File: src/rtl/alu_pkg.sv
// Shared types and field positions for the ALU issue stage and its skid buffer.
package alu_pkg;

  localparam int ALU_W    = 16;
  localparam int IMM_BITS = 4;

  localparam int OPC_HI = 15;
  localparam int OPC_LO = 12;
  localparam int RD_HI  = 11;
  localparam int RD_LO  = 8;
  localparam int RS1_HI = 7;
  localparam int RS1_LO = 4;
  localparam int RS2_HI = 3;
  localparam int RS2_LO = 0;

  typedef enum logic [3:0] {
    OP_ADD  = 4'h0,
    OP_SUB  = 4'h1,
    OP_CMP  = 4'h2,
    OP_ADDI = 4'h3,
    OP_NOP  = 4'hF
  } opcode_e;

  typedef enum logic [1:0] {
    ALU_ADD = 2'b00,
    ALU_SUB = 2'b01,
    ALU_CMP = 2'b10,
    ALU_RES = 2'b11
  } alu_ctrl_e;

  typedef struct packed {
    logic [ALU_W-1:0] a;
    logic [ALU_W-1:0] b;
    alu_ctrl_e        ctrl;
    logic [3:0]       rd;
    logic             rd_we;
    logic             flag_we;
  } issue_t;

  function automatic logic [ALU_W-1:0] zext_imm(input logic [IMM_BITS-1:0] imm);
    return {{(ALU_W-IMM_BITS){1'b0}}, imm};
  endfunction

endpackage

File: src/rtl/alu_issue_stage_skid_buf.sv
// Generic 2-entry valid/ready skid buffer: output register plus one skid entry.
// push_ready is registered and reflects only skid occupancy.
module skid_buf #(
  parameter type T = logic
) (
  input  logic clk,
  input  logic rst,
  input  logic push_valid,
  input  T     push_data,
  output logic push_ready,
  output logic pop_valid,
  input  logic pop_ready,
  output T     pop_data
);

  T     out_q, skid_q;
  logic out_v, skid_v, rdy_q;
  logic drain, skid_v_nxt;

  // Output register can take new data this edge if empty or being consumed.
  assign drain = !out_v || pop_ready;

  always_comb begin
    skid_v_nxt = skid_v;
    if (drain)
      skid_v_nxt = 1'b0;
    else if (push_valid && rdy_q)
      skid_v_nxt = 1'b1;
  end

  always_ff @(posedge clk or posedge rst) begin
    if (rst) begin
      out_q  <= '0;
      out_v  <= 1'b0;
      skid_q <= '0;
      skid_v <= 1'b0;
      rdy_q  <= 1'b0;
    end else begin
      rdy_q  <= !skid_v_nxt;
      skid_v <= skid_v_nxt;
      if (drain) begin
        if (skid_v) begin
          out_q <= skid_q;
          out_v <= 1'b1;
        end else if (push_valid && rdy_q) begin
          out_q <= push_data;
          out_v <= 1'b1;
        end else begin
          out_v <= 1'b0;
        end
      end else if (push_valid && rdy_q) begin
        skid_q <= push_data;
      end
    end
  end

  assign push_ready = rdy_q;
  assign pop_valid  = out_v;
  assign pop_data   = out_q;

endmodule

File: src/rtl/alu_issue_stage.sv
// Decode/issue stage ahead of the ALU: decodes, skid-buffers and presents operands.
// Optional macro ALU_ISSUE_PERF_EN adds saturating issued/illegal counters.
module alu_issue_stage
  import alu_pkg::*;
#(
  parameter int WIDTH = ALU_W,
  parameter int IMM_W = IMM_BITS
) (
  input  logic             clk,
  input  logic             rst,
  input  logic             in_valid,
  output logic             in_ready,
  input  logic [15:0]      instr,
  input  logic [WIDTH-1:0] rs1_data,
  input  logic [WIDTH-1:0] rs2_data,
  output logic             out_valid,
  input  logic             out_ready,
  output logic [WIDTH-1:0] alu_a,
  output logic [WIDTH-1:0] alu_b,
  output logic [1:0]       alu_ctrl,
  output logic [3:0]       rd,
  output logic             rd_we,
  output logic             flag_we,
  output logic             illegal
`ifdef ALU_ISSUE_PERF_EN
  ,
  output logic [15:0]      issued_cnt,
  output logic [15:0]      illegal_cnt
`endif
);

  issue_t dec, head;
  logic   legal, bad, accept, issue;

  always_comb begin
    dec       = '0;
    legal     = 1'b0;
    bad       = 1'b0;
    dec.a     = rs1_data;
    dec.rd    = instr[RD_HI:RD_LO];
    case (opcode_e'(instr[OPC_HI:OPC_LO]))
      OP_ADD: begin
        legal     = 1'b1;
        dec.ctrl  = ALU_ADD;
        dec.b     = rs2_data;
        dec.rd_we = 1'b1;
      end
      OP_SUB: begin
        legal     = 1'b1;
        dec.ctrl  = ALU_SUB;
        dec.b     = rs2_data;
        dec.rd_we = 1'b1;
      end
      OP_CMP: begin
        legal       = 1'b1;
        dec.ctrl    = ALU_CMP;
        dec.b       = rs2_data;
        dec.flag_we = 1'b1;
      end
      OP_ADDI: begin
        legal     = 1'b1;
        dec.ctrl  = ALU_ADD;
        dec.b     = {{(WIDTH-IMM_W){1'b0}}, instr[IMM_W-1:0]};
        dec.rd_we = 1'b1;
      end
      OP_NOP: ;
      default: bad = 1'b1;
    endcase
  end

  // NOP and illegal opcodes complete the handshake but never enter the buffer.
  assign accept = in_valid && in_ready;
  assign issue  = out_valid && out_ready;

  skid_buf #(.T(issue_t)) u_skid (
    .clk        (clk),
    .rst        (rst),
    .push_valid (accept && legal),
    .push_data  (dec),
    .push_ready (in_ready),
    .pop_valid  (out_valid),
    .pop_ready  (out_ready),
    .pop_data   (head)
  );

  assign alu_a    = head.a;
  assign alu_b    = head.b;
  assign alu_ctrl = head.ctrl;
  assign rd       = head.rd;
  assign rd_we    = head.rd_we;
  assign flag_we  = head.flag_we;

  always_ff @(posedge clk or posedge rst) begin
    if (rst) illegal <= 1'b0;
    else     illegal <= accept && bad;
  end

`ifdef ALU_ISSUE_PERF_EN
  always_ff @(posedge clk or posedge rst) begin
    if (rst) begin
      issued_cnt  <= '0;
      illegal_cnt <= '0;
    end else begin
      if (issue && issued_cnt != 16'hFFFF)
        issued_cnt <= issued_cnt + 16'd1;
      if (accept && bad && illegal_cnt != 16'hFFFF)
        illegal_cnt <= illegal_cnt + 16'd1;
    end
  end
`endif

endmodule
File: config.mk
export PLATFORM = sky130hd
export DESIGN_NAME = alu_issue_stage
export DESIGN_NICKNAME = d
export VERILOG_FILES = /design/src/rtl/alu_pkg.sv /design/src/rtl/alu_issue_stage_skid_buf.sv /design/src/rtl/alu_issue_stage.sv
export SDC_FILE = /design/constraint.sdc
export NUM_CORES = 1
export LEC_CHECK = 0
export CAP_MARGIN = 10
export CELL_PAD_IN_SITES_DETAIL_PLACEMENT = 2
export CELL_PAD_IN_SITES_GLOBAL_PLACEMENT = 2
export CORE_ASPECT_RATIO = 0.6
export CORE_UTILIZATION = 35
export CTS_CLUSTER_DIAMETER = 60
export DETAILED_ROUTE_END_ITERATION = 8
export PLACE_DENSITY = 0.83
export RECOVER_POWER = 100
export SKIP_LAST_GASP = 1
export SYNTH_ARGS = -nofsm -noshare
export SYNTH_HDL_FRONTEND = slang
export SYNTH_HIERARCHICAL = 1
export SYNTH_SLANG_ARGS = --single-unit
File: constraint.sdc
create_clock -name clk -period 2.8 [get_ports clk]
set_input_delay 0.28 -clock clk [delete_from_list [all_inputs] [get_ports clk]]
set_output_delay 0.28 -clock clk [all_outputs]
set_load 0.01 [all_outputs]
# Yosys cells after proc, flatten, opt, wreduce, memory -nomap -nowiden
# Index checks and enable logic that the tools add are counted.
dict set report word_totals {
  reg_bits 84
  out_inout_bits 43
  word_cells 46
  in_bits 52
}
dict set report classes {
  n_bitwise 1
  eq_ne 4
  n_mux 11
  reduce_logical 14
}
# op n
set ops {}
lappend ops {{$mux W40} 2}
lappend ops {{$pmux W18 S4} 1}
lappend ops {{$eq A4 B2 Y1 const B} 2}
lappend ops {{$mux W1} 8}
lappend ops {{$reduce_or A5 Y1} 1}
lappend ops {{$eq A4 B1 Y1 const B} 1}
lappend ops {{$eq A4 B4 Y1 const B} 1}
lappend ops {{$logic_and A1 B1 Y1} 4}
lappend ops {{$logic_not A4 Y1} 1}
lappend ops {{$reduce_and A2 Y1} 2}
lappend ops {{$reduce_or A4 Y1} 1}
lappend ops {{$reduce_or A3 Y1} 1}
lappend ops {{$logic_not A1 Y1} 2}
lappend ops {{$reduce_bool A2 Y1} 1}
lappend ops {{$logic_or A1 B1 Y1} 1}
lappend ops {{$not A1 Y1} 1}

# Depth between registers and ports, before layout
# Gate-level depths: netlist of run 1.
dict set report depth {
  depth_word 8
  depth_mapped 7
  mapped_depth_nobuf 5
}

# Cells and area by module
# Netlist of run 1, hierarchy kept.
# mod area_per_inst_um2 cells_per_inst seq_area_each_um2 n_inst
set modules_own_cells {}
lappend modules_own_cells {skid_buf 3882.5 225 2077.0 1}
lappend modules_own_cells {alu_issue_stage 282.8 41 25.0 1}

# Worst setup path after synthesis of run 1
# Ideal clock, no wire load.
dict set report synth_path {
  kind {input port to flip-flop}
  start {in instr[15]}
  end {reg u_skid.out_q, in the netlist u_skid/pop_data[10]}
  required_time_ns 2.675
  path_slack_ns 0.993
  setup_ns 0.125
  path_stages 7
  n_path_buf 2
  t_arrival_ns 1.683
  path_cell_list {or2_1 > buf_6 > nor2_1 > a21oi_4 > nor2_4 > buf_6 > mux2_2}
}
dict set report synth_between {
  elab_chain_cells 7
  word_cells_on_any_way 13
  classes_between {eq/ne (3); mux (4); reduce/logical (6)}
}
# element line_no
set synth_rtl {}
lappend synth_rtl {{start, declared} alu_issue_stage.sv:13} ;# input logic [15:0] instr,
lappend synth_rtl {{$eq A4 B2 Y1, or another cell as far along} alu_issue_stage.sv:41} ;# case (opcode_e'(instr[OPC_HI:OPC_LO]))
lappend synth_rtl {{$reduce_or A4 Y1 (no source line)} --}
lappend synth_rtl {{$mux W1} alu_issue_stage.sv:41}
lappend synth_rtl {{$logic_and A1 B1 Y1} alu_issue_stage.sv:78} ;# .push_valid (accept && legal),
lappend synth_rtl {{$logic_and A1 B1 Y1} alu_issue_stage_skid_buf.sv:45} ;# end else if (push_valid && rdy_q) begin
lappend synth_rtl {{$reduce_bool A2 Y1 (no source line)} --}
lappend synth_rtl {{$reduce_and A2 Y1 (no source line)} --}
lappend synth_rtl {{end signal, assigned} alu_issue_stage_skid_buf.sv:43} ;# out_q <= skid_q;
lappend synth_rtl {{end signal, assigned} alu_issue_stage_skid_buf.sv:46} ;# out_q <= push_data;
lappend synth_rtl {{end, declared} alu_issue_stage_skid_buf.sv:16} ;# T out_q, skid_q;
# Parallel ways exist; a longest one is shown, timed or not. The select of a mux whose other input is x is not followed.
# A chain may end at the register's enable or synchronous reset.

# Worst setup path in the final report of run 1
dict set report layout_path {
  start {in instr[15]}
  end {reg u_skid/skid_q[6] (netlist name)}
}
dict set report layout_between {
  elab_chain_cells 6
  word_cells_on_any_way 10
  classes_between {eq/ne (3); mux (2); reduce/logical (5)}
}
# element line_no
set layout_rtl {}
lappend layout_rtl {{$eq A4 B2 Y1, or another cell as far along} alu_issue_stage.sv:41}
lappend layout_rtl {{$reduce_or A4 Y1 (no source line)} --}
lappend layout_rtl {{$mux W1} alu_issue_stage.sv:41}
lappend layout_rtl {{$logic_and A1 B1 Y1} alu_issue_stage.sv:78}
lappend layout_rtl {{$logic_and A1 B1 Y1} alu_issue_stage_skid_buf.sv:51} ;# end else if (push_valid && rdy_q) begin
lappend layout_rtl {{$reduce_and A2 Y1 (no source line)} --}
lappend layout_rtl {{end signal, assigned} alu_issue_stage_skid_buf.sv:52} ;# skid_q <= push_data;
lappend layout_rtl {{end, declared} alu_issue_stage_skid_buf.sv:16}
# Parallel ways exist; a longest one is shown, timed or not.

==> flow_summary.yaml, run 1 <==
cts:
  cts_repair_resize_count: 0
  clkTransAtPathRegs_ps: 50
  cts_inserted_buffers: 9
  cts_tree: "yes"
  clock_latency_ps: 330
  clock_sinks: 84
  cts_setup_buffers: 0
  clockBufferDepth: 2
  cts_root_buffer: "clkbuf_16"
  cts_max_level: 3
  holdBufCountCts: 0
layout:
  nets: 411
  drive_above_1_share_pct: 26.0
  multiInputGateArea_sq_um: 1650
  regArea_sq_um: 2100
  final_cell_mix: "dfrtp_1 (83), mux2_2 (59), mux2_1 (57), clkdlybuf4s50_1 (45), dlygate4sd3_1 (45)"
  antenna_cells: 0
  layout_commonest_cell: "dfrtp_1"
  nFillCells: 1131
  syn2layout_area_growth_pct: 25.9
timing:
  slew_headroom_pct: -8.20
  maxSlewViolCount: 34
  finalSetupTns_ps: 0
  tightest_slew_ps: 1610
  setup_ws_ps: 594
  rsz0062_at_grt: "false"
  period_needed_ps: 2210
  fin_crit_sh_pct: 78.8
  hold_viol_final: 0
  clock.fmax_mhz: 453
  fin_worst_skew_ps: 4.40
  setup_viol: 0
power:
  p_leak_nw: 2.42
  p_per_area_nw_per_um2: 620
  ir_drop_mv: 0.267
job:
  maxCapViolCount: 1
global_routing:
  grt_antenna_before_repair: 0
  grt_pass1_wl_um: 15900
  grt_max_degree: 51
  grt_pass1_vias: 2875
  grtUsageTotal_pct: 17.1
  gr-total-overflow: 0
detailed_routing:
  dr_total_vias: 2447
  drt_first_iter_violations: 44
  drt-wirelength-per-cell_um: 18.6
  firstDrtPassIters: 4
  vias_per_cell: 4.69
  ant_nets: 0
  wl_um: 9690
  drc_errors: 0
hold_path:
  hold_class: "in -> async"
yosys:
  synth_nets: 318
  synthesis.area_sq_um: 4170
  ys_dominant_reg_cell: "dfrtp_1"
  yosysWarnings: 6
  ys_ff_latch: 84
  yosysUniqueCellTypes: 24
  synth_edf_count: 0
  ys_seq_area_share_pct: 50.5
  netlist_instances: 266
  async_flop_share_pct: 100
  avgSynthCellArea_sq_um: 15.7
die:
  dieArea_sq_um: 12400
  row_count: 30
  die-height_um: 86.5
  dieWidth_um: 143
  ioPinCount: 95
  start_util_pct: 36.4
  core_area_sq_um: 11400
outcome:
  status: "complete, but fails checks"
  violations: "capacitance limit, slew limit"
placement:
  post-place-ws_ps: 341
  gp_congestion: 0.703
  port_buffers: 90
  hpwl_um: 6480
setup_path:
  path_class: "in -> reg"
  slowest_stage: "dlygate4sd3_1"
  endpoint_kind: "register"
  r2r-end: "u_skid/skid_q[6]"
  crit_chain: "dlygate4sd3_1, or2_0, nor2_1, nand3_4, clkbuf_2, mux2_1"
  r2r_setup_slack_ps: 870
  startpoint_type: "input pin"
  crit_required_ps: 2990
  worstPathArrival_ps: 2400
  reg2reg_depth: 5
  cp_slowest_stage_delay_ps: 590
  rr_startpoint: "u_skid/push_ready"
  cp_max_fo: 22
[through the flow]
step | area [sq um] | power (mW) | hold slack, ps | cells | util, %
global placement | 5200 | 2.26 | 485 | 508 | 45.4
CTS | 5470 | 3.47 | 166 | 522 | 47.8
finish | 5250 | 3.25 | 298 | 522 | 45.8
global route | 5250 | 3.41 | 303 | 522 | 45.8
detailed placement | 5200 | 2.30 | 491 | 508 | 45.4
floorplan | 4170 | 1.92 | 8.71 | 266 | -
[Yosys cell counts, drive strengths merged, types with 2 or more instances]
| cell type | instances | share of area [%] |
|---|---|---|
| a21bo | 4 | 0.96 |
| a21oi | 6 | 0.99 |
| and2 | 12 | 1.8 |
| buf | 17 | 4.2 |
| dfrtp | 84 | 50 |
| inv | 4 | 0.36 |
| mux2 | 120 | 38 |
| nand2 | 2 | 0.18 |
| nand2b | 2 | 0.30 |
| nand3 | 5 | 0.90 |
| nor2 | 2 | 0.36 |
| nor3b | 2 | 0.36 |
[metal layers]
metal,track usage [%],vias to the layer above,wire length (um)
met5,0,-,0
met4,2.64,0,31
met3,5.69,5,547
met2,28.5,65,4730
met1,22.0,1258,4380
li1,-,1119,-
[flip-flops by register name (all words and copies together), names as in the netlist]
name and flops:
illegal 1, u_skid/skid_q 40, u_skid/pop_data 40, u_skid/push_ready 1, u_skid/skid_v 1, u_skid/pop_valid 1
[area by class of cell]
type / instances / area share (%)
clock buffers: 11 / 4.44
clock inverters: 3 / 0.763
inverters: 4 / 0.310
multi-input cells: 161 / 31.5
flip-flops and latches: 84 / 40.1
well taps: 160 / 3.82
repair buffers: 99 / 19.1
[worst max path at each step]
stage          startpoint                   to  cells after the start
2_1_floorplan         rst   u_skid/pop_data[0]                      1
3_3_place_gp    instr[15]  u_skid/pop_data[30]                      7
3_5_place_dp    instr[15]  u_skid/pop_data[32]                      7
4_1_cts         instr[15]  u_skid/pop_data[32]                      7
5_1_grt         instr[15]     u_skid/skid_q[6]                      6
6_report        instr[15]     u_skid/skid_q[6]                      6
[kinds of logic after synthesis]
group	after synthesis	synth area share (%)
buffers and inverters	21	4.57
DFF	84	50.5
AOI/OAI and AO/OA	11	2.25
muxes	120	37.8
and+or+nand+nor	30	4.87
[worst max-delay path, delay by kind of cell]
family / cells / cell delay, ps
simple gates: 3 / 600
mux: 1 / 490
buf+inv: 2 / 1020
[power by group]
group | switching [mW] | total, mW | internal [mW]
logic | 0.241 | 0.606 | 0.365
clock network | 0.451 | 1.13 | 0.679
registers | 0.107 | 1.51 | 1.41
(Power assumes the default switching activity.)
==> run 2, diff against run 1 <==
Settings changed: CORE_UTILIZATION 35 to 32, PLACE_DENSITY 0.83 to 0.8.
Clock period 2.8 ns to 2.02 ns, I/O delays scaled along.
==> flow_summary.yaml, run 2 (same netlist as run 1, synthesis figures left out) <==
global_routing:
  grt_pass1_vias: 2999
  grtUsageTotal_pct: 16.3
  grt_pass1_wl_um: 16600
  grt_max_degree: 38
  gr-total-overflow: 0
  grt_antenna_before_repair: 0
detailed_routing:
  firstDrtPassIters: 4
  wl_met2_um: 4870
  drc_errors: 0
  top_layer_used: "met4"
  dr_total_vias: 2523
  ant_nets: 0
  drt-wirelength-per-cell_um: 18.7
  drt_first_iter_violations: 67
  wl_met1_um: 4350
  wl_met3_um: 702
  vias_per_cell: 4.72
  wl_um: 9990
outcome:
  status: "completed"
timing:
  tightest_slew_ps: 1180
  maxSlewViolCount: 0
  hold_viol_final: 0
  slew_headroom_pct: 21.1
  rsz0062_at_grt: "false"
  finalSetupTns_ps: 0
  fin_crit_sh_pct: 87.1
  fin_worst_skew_ps: 4.24
  clock.fmax_mhz: 568
  setup_viol: 0
  period_needed_ps: 1760
  whs_ps: 205
cts:
  cts_max_level: 3
  cts_inserted_buffers: 9
  clockBufferDepth: 2
  holdBufCountCts: 0
  cts_setup_buffers: 0
  clock_sinks: 84
  cts_repair_resize_count: 0
  clkTransAtPathRegs_ps: 70
  clock_latency_ps: 340
  cts_tree: "yes"
  cts_root_buffer: "clkbuf_16"
layout:
  layout_commonest_cell: "dfrtp_1"
  syn2layout_area_growth_pct: 30.8
  final_cell_mix: "dfrtp_1 (83), mux2_2 (60), mux2_1 (47), clkdlybuf4s50_1 (46), dlygate4sd3_1 (44)"
  drive_above_1_share_pct: 31.1
  nets: 417
  antenna_cells: 0
setup_path:
  path_class: "in -> reg"
  setup.worst_path.start: "instr[15]"
  startpoint_type: "input pin"
  cp_top_family: "buffers and inverters"
  crit_required_ps: 2230
  rr_startpoint: "u_skid/push_ready"
  cp.buffers_inverters: 3
  worstPathArrival_ps: 1970
  crit_chain: "clkdlybuf4s50_1, or2_0, nor2_1, buf_4, a21oi_4, nor2_4, buf_12, mux2_2"
  cp_slowest_stage_delay_ps: 450
  cp_max_fo: 24
  endpoint_kind: "register"
  slowest_stage: "clkdlybuf4s50_1"
die:
  core_area_sq_um: 12400
  die-height_um: 90.4
  ioPinCount: 95
  dieWidth_um: 149
  dieArea_sq_um: 13500
  row_count: 31
  start_util_pct: 33.7
power:
  p_leak_nw: 2.51
  sw_frac_of_total_pct: 23.3
  clock_power_share_pct: 40.4
  switching_power_mw: 1.16
  p_per_area_nw_per_um2: 915
  ir_drop_mv: 0.414
  seq_power_share_pct: 41.9
  power_frac_comb_pct: 17.7
  p_int_mw: 3.82
placement:
  hpwl_um: 6900
  port_buffers: 90
  gp_congestion: 0.723
hold_path:
  hold_class: "in -> async"
job:
  maxCapViolCount: 0
## run 2: layer usage
layer / up-vias / GRT usage (%)
met5: - / 0
met4: 0 / 3.57
met3: 10 / 6.01
met2: 68 / 26.8
met1: 1312 / 20.4
li1: 1133 / -
## run 2: worst reg2reg max path: stages, from the launching register on
cell and delay, ps:
dfrtp_1 380, nand2_1 70, nor2_1 40, buf_4 150, nand3_4 70, clkbuf_4 390, mux2_1 390
## run 2: path summary, 6_finish.rpt
check | endpoint | cells after the start | slack (ps)
min reg2reg | u_skid/pop_data[38] | 1 | 480
min in group clk | u_skid/pop_data[38] | 1 | 480
max in group asynchronous | u_skid/skid_v | 3 | 680
min | illegal | 2 | 210
max reg2reg | u_skid/skid_q[19] | 6 | 400
max | u_skid/pop_data[24] | 8 | 260
## run 2: metrics by stage
stage	worst slack, ps	total power [mW]	utilization (%)	std cells	cell area, sq um
4_1_cts	213	5.26	45.7	535	5650
6_report	261	4.98	44.0	535	5450
3_3_place_gp	-75.2	3.16	42.8	519	5290
3_5_place_dp	-124	3.21	42.8	519	5290
5_1_grt	128	5.21	44.0	535	5450
2_1_floorplan	278	2.66	-	266	4170
## run 2: cell type report
cell class | count | area [sq um]
inverter | 4 | 16.3
fill | 1226 | 6930
multi-input combinational | 161 | 1700
clock buffer | 9 | 225
tap | 165 | 206
sequential | 84 | 2100
clock inverter | 7 | 139
timing repair buffer | 105 | 1060
## run 2: power by group through the flow
stage	clock network (mW)	registers, mW	logic (mW)
CTS	2.07	2.11	1.09
floorplan	0	2.17	0.494
global route	2.12	2.13	0.966
global placement	0	2.11	1.04
detailed placement	0	2.13	1.07
finish	2.02	2.09	0.882
